$ cat src/rtl/microcode_unit.sv
// Microcode sequencer: walks the uop buffer from BOOT_ADDR (or a start request),
// decodes two slots per row and issues them as a registered dual-issue bundle.
module microcode_unit #(
    parameter int UOP_BUF_SIZE           = 128,
    parameter int UOP_BUF_WIDTH          = 72,
    parameter int MAX_PREDICT_DEPTH_BITS = 2,
    parameter int BOOT_ADDR              = 0,
    localparam int AW = $clog2(UOP_BUF_SIZE),
    localparam int TW = MAX_PREDICT_DEPTH_BITS
) (
    input  logic                     clk,
    input  logic                     reset,
    output logic [AW-1:0]            uop_addr,
    input  logic [UOP_BUF_WIDTH-1:0] uop,
    input  logic                     start,
    input  logic [AW-1:0]            start_addr,
    input  logic                     out_ready,
    output logic                     out_valid0,
    output logic                     out_valid1,
    output logic [31:0]              out_instr0,
    output logic [31:0]              out_instr1,
    output logic [TW-1:0]            out_tag0,
    output logic [TW-1:0]            out_tag1,
    output logic                     out_spec0,
    output logic                     out_spec1,
    output logic                     busy,
    output logic                     done
);

    localparam int SW = 32 + TW + 2;

    typedef enum logic {RUN, IDLE} state_t;

    state_t        state, state_n;
    logic [AW-1:0] pc, pc_n;
    logic          valid0_n, valid1_n, spec0_n, spec1_n, busy_n, done_n;
    logic [31:0]   instr0_n, instr1_n;
    logic [TW-1:0] tag0_n, tag1_n;

    logic [SW-1:0] slot0, slot1;
    logic [31:0]   s0_instr, s1_instr;
    logic [TW-1:0] s0_tag, s1_tag;
    logic          s0_spec, s1_spec, s0_valid, s1_valid;
    logic          s0_end, s1_end, end_hit;

    assign slot0    = uop[UOP_BUF_WIDTH-1 -: SW];
    assign slot1    = uop[SW-1:0];
    assign s0_instr = slot0[SW-1 -: 32];
    assign s1_instr = slot1[SW-1 -: 32];
    assign s0_tag   = slot0[TW+1:2];
    assign s1_tag   = slot1[TW+1:2];
    assign s0_spec  = slot0[1];
    assign s1_spec  = slot1[1];
    assign s0_valid = slot0[0];
    assign s1_valid = slot1[0];

    // An END in slot 0 also kills the younger slot 1 of the same row.
    assign s0_end   = s0_valid && (s0_instr == '0);
    assign s1_end   = s1_valid && (s1_instr == '0);
    assign end_hit  = s0_end || s1_end;

    assign uop_addr = pc;

    always_comb begin
        state_n  = state;
        pc_n     = pc;
        valid0_n = out_valid0;
        valid1_n = out_valid1;
        instr0_n = out_instr0;
        instr1_n = out_instr1;
        tag0_n   = out_tag0;
        tag1_n   = out_tag1;
        spec0_n  = out_spec0;
        spec1_n  = out_spec1;
        busy_n   = busy;
        done_n   = 1'b0;

        if (start) begin
            pc_n     = start_addr;
            state_n  = RUN;
            valid0_n = 1'b0;
            valid1_n = 1'b0;
            busy_n   = 1'b1;
        end else if (state == RUN) begin
            busy_n = 1'b1;
            if (out_ready) begin
                valid0_n = s0_valid && !s0_end;
                valid1_n = s1_valid && !s1_end && !s0_end;
                instr0_n = s0_instr;
                instr1_n = s1_instr;
                tag0_n   = s0_tag;
                tag1_n   = s1_tag;
                spec0_n  = s0_spec;
                spec1_n  = s1_spec;
                if (end_hit) begin
                    state_n = IDLE;
                    done_n  = 1'b1;
                    busy_n  = 1'b0;
                end else if (pc == AW'(UOP_BUF_SIZE - 1)) begin
                    pc_n = '0;
                end else begin
                    pc_n = pc + 1'b1;
                end
            end
        end else begin
            valid0_n = 1'b0;
            valid1_n = 1'b0;
            busy_n   = 1'b0;
        end
    end

    always_ff @(posedge clk or negedge reset) begin
        if (!reset) begin
            state      <= RUN;
            pc         <= AW'(BOOT_ADDR);
            out_valid0 <= 1'b0;
            out_valid1 <= 1'b0;
            out_instr0 <= '0;
            out_instr1 <= '0;
            out_tag0   <= '0;
            out_tag1   <= '0;
            out_spec0  <= 1'b0;
            out_spec1  <= 1'b0;
            busy       <= 1'b0;
            done       <= 1'b0;
        end else begin
            state      <= state_n;
            pc         <= pc_n;
            out_valid0 <= valid0_n;
            out_valid1 <= valid1_n;
            out_instr0 <= instr0_n;
            out_instr1 <= instr1_n;
            out_tag0   <= tag0_n;
            out_tag1   <= tag1_n;
            out_spec0  <= spec0_n;
            out_spec1  <= spec1_n;
            busy       <= busy_n;
            done       <= done_n;
        end
    end

endmodule

$ cat config.mk
export PLATFORM = sky130hd
export DESIGN_NAME = microcode_unit
export DESIGN_NICKNAME = d
export VERILOG_FILES = /design/src/rtl/microcode_unit.sv
export SDC_FILE = /design/constraint.sdc
export NUM_CORES = 1
export LEC_CHECK = 0
export ABC_AREA = 1
export BUFFER_PORTS_ARGS = -buffer_cell sky130_fd_sc_hd__buf_2
export CORE_MARGIN = 4
export CORE_UTILIZATION = 45
export DETAILED_ROUTE_END_ITERATION = 10
export MAX_ROUTING_LAYER = met4
export PLACE_DENSITY = 0.76
export SYNTH_ARGS = -nofsm -noshare
export SYNTH_HDL_FRONTEND = slang
export SYNTH_SLANG_ARGS = --single-unit
$ cat constraint.sdc
create_clock -name clk -period 3.31 [get_ports clk]
set_input_delay 0.331 -clock clk [delete_from_list [all_inputs] [get_ports clk]]
set_output_delay 0.331 -clock clk [all_outputs]
set_load 0.005 [all_outputs]
==> impl_metrics.csv <==
group,metric,value,unit
layout,multiInputGateArea,0.001610,mm²
layout,fin_util,0.5969,
power_and_ir_drop,seqPwrFrac,0.467,
clocking,clock_sinks,82,
timing,fmax,516.6,MHz
layout,fill_cells,686,
synthesis,synth.area.top_cells,"dfrtp_1 (54%), mux2_4 (21%), nand2_1 (5.4%)",
layout,finalNonFillerCells,585,
clocking,cts_buffer_depth,2,
die,die_w,99.71,µm
layout,diodes,0,
synthesis,synth_top_area_share,0.5421,
layout,final_nets,560,
timing,skew,0.01202,ns
die,rows,33,
timing,slew_headroom,0.3271,
synthesis,yosysSeqAreaShare,0.5421,
drt,drc,0,
layout,synthToLayoutAreaGrowth,29.59,%
clocking,h-tree-depth,3,
power_and_ir_drop,p_per_area,537.1,mW/mm²
power_and_ir_drop,p_int,0.001983,W
outcome,outcome,"completed",
timing,holdWs,0.1543,ns
layout,finalInstanceArea,0.004905,mm²
setup_path,end_kind,"flip-flop",
drt,dr.pass1.iters,4,
global_routing,grt_pass1_wl,14.75,mm
drt,drtIter0Drc,50,
clocking,cts_resized,0,
timing,finalSetupViolCount,0,
timing,fin_crit_sh,0.5848,
timing,finalHoldViolations,0,
die,dieArea,0.009942,mm²
drt,vias,2901,
drt,drt-vias-per-instance,4.959,
timing,fin_setup_tns,0,ns
global_routing,grt_pass1_vias,3016,
synthesis,synthTopCellsByCount,"dfrtp_1 (82), mux2_4 (54), nand2_1 (54)",
synthesis,avgSynthCellArea,12.21,µm²
synthesis,netlist_instances,310,
clocking,cts_tree,"built",
clocking,numCtsBuffers,9,
synthesis,synth_cell_type_count,25,
clocking,clk-insertion-delay-late,0.34,ns
synthesis,yosysTopAreaCell,"dfrtp_1",
setup_path,crit_type,"flip-flop to flip-flop",
timing,slew_violations,0,
setup_path,crit_required,3.53,ns
synthesis,syn_area,0.003785,mm²
power_and_ir_drop,clkPwrFrac,0.330,
setup_path,crit_fanout,49,
layout,drive_above_1_share,0.5375,
synthesis,ys_ff_latch,82,
synthesis,ys_async_sr_fraction,1.000,
power_and_ir_drop,peakVddDrop,0.2808,mV
layout,final-seq-area,0.002052,mm²
clocking,cts-root-buf,"clkbuf_8",
global_routing,grt_max_degree,83,
power_and_ir_drop,p_sw,0.0006511,W
die,initial_utilization,0.4606,
clocking,path_clk_slew,0.08,ns
power_and_ir_drop,comb_power_share,0.203,
timing,min_period,1.936,ns
setup_path,worst_setup_path_start_kind,"flip-flop",
worst_hold_path,min_path_type,"input pin to async pin",
placement,hpwl,7.063,mm
clocking,hold_buffers,0,
run,maxCapViolations,0,
drt,finalWirelength,9.262,mm
synthesis,yosys_warnings,0,
power_and_ir_drop,sw_frac_of_total,0.2472,
die,ioPinCount,164,
placement,placed_cell_area,0.004664,mm²
die,fp.dieH,99.71,µm
global_routing,overflow,0,
setup_path,arrival,2.15,ns
power_and_ir_drop,power_leakage,2.613,nW
placement,dp.cells,570,
timing,rsz0062_at_grt,"false",
global_routing,gr-usage-all-layers,0.1920,
die,core-area,0.008217,mm²
placement,place_congestion,0.7949,
drt,wl_per_cell,15.83,µm
clocking,cts_setup_buffers,0,
placement,port_buffers,163,
drt,ant_nets,0,
synthesis,synth-edff-count,0,
synthesis,synth_nets,394,
synthesis,synth-main-ff-cell,"dfrtp_1",
synthesis,synth.most_common_cell,"dfrtp_1",
global_routing,antenna_found_initial,0,
timing,max_slew.worst_pin.slew,1.009,ns
==> power groups by stage <==
stage | Clock (W) | Combinational (W) | Sequential (W)
CTS | 0.000890 | 0.000544 | 0.00123
global route | 0.000941 | 0.000582 | 0.00125
floorplan | 0 | 0.000265 | 0.00125
global placement | 0 | 0.000525 | 0.00124
detailed placement | 0 | 0.000542 | 0.00125
finish | 0.000868 | 0.000535 | 0.00123
==> worst max-delay path, cell delays in order, from the launching register on <==
cell and delay (ns):
dfrtp_1 0.41, nor2_4 0.07, nand2_4 0.59, buf_4 0.39
mux2_4 0.33
==> placed cells by master (no fill, tap or decap), drive strengths merged <==
cell type,n
buf,165
bufinv,3
clkbuf,11
dfrtp,82
ha,1
inv,11
mux2,68
nand2,56
nand3,18
nand3b,1
nand4,8
nor2,46
nor3,1
nor3b,1
o21ai,5
o31ai,1
or2,1
xor2,1
==> cells by family after synthesis <==
logic type,count (synthesis),share of synthesized area
DFF,82,0.5421
AOI/OAI and AO/OA,6,0.008595
xor gates and xnor gates,1,0.002314
buffers and inverters,20,0.03438
muxes,68,0.2559
and+or+nand+nor,132,0.1534
adders and majority gates,1,0.003305
==> state kept, by name, indices dropped and copies added, names as in the netlist <==
| name | flops |
|---|---|
| out_valid0 | 1 |
| out_spec1 | 1 |
| busy | 1 |
| uop_addr | 7 |
| out_instr0 | 32 |
| out_spec0 | 1 |
| out_tag0 | 2 |
| done | 1 |
| out_valid1 | 1 |
| state | 1 |
| out_instr1 | 32 |
| out_tag1 | 2 |
==> through the flow <==
step	total power (W)	setup WS (ns)
3_3_place_gp	0.001768	1.219
5_1_grt	0.002774	1.260
2_1_floorplan	0.001519	1.991
6_report	0.002634	1.374
3_5_place_dp	0.001793	1.173
4_1_cts	0.002667	1.371
==> path summary, 6_finish.rpt <==
check                         startpoint            end  slack (ns)  depth (start not counted)
min in group clk                  uop[2]    out_tag1[0]        0.22                          2
setup reg to reg                   state  out_instr1[6]        1.37                          4
hold / removal                     reset  out_instr0[4]        0.15                          1
max in group asynchronous          reset  out_instr1[1]        2.50                          1
hold reg to reg            out_instr1[3]  out_instr1[3]        0.50                          2
setup / recovery                   state  out_instr1[6]        1.37                          4
==> metal layers <==
metal | up-vias | track usage | part of all wire
li1 | 1367 | - | -
met1 | 1398 | 0.2302 | 0.42
met2 | 114 | 0.3176 | 0.50
met3 | 22 | 0.03436 | 0.056
met4 | 0 | 0.08193 | 0.029
met5 | - | - | 0
==> cell type report <==
cell class,count,share of cell area
Sequential cell,82,0.4184
Multi-Input combinational cell,208,0.3283
Timing Repair Buffer,165,0.1699
Clock buffer,11,0.02883
Tap cell,105,0.02679
Clock inverter,4,0.02015
Inverter,10,0.007653
(Power assumes the default switching activity.)
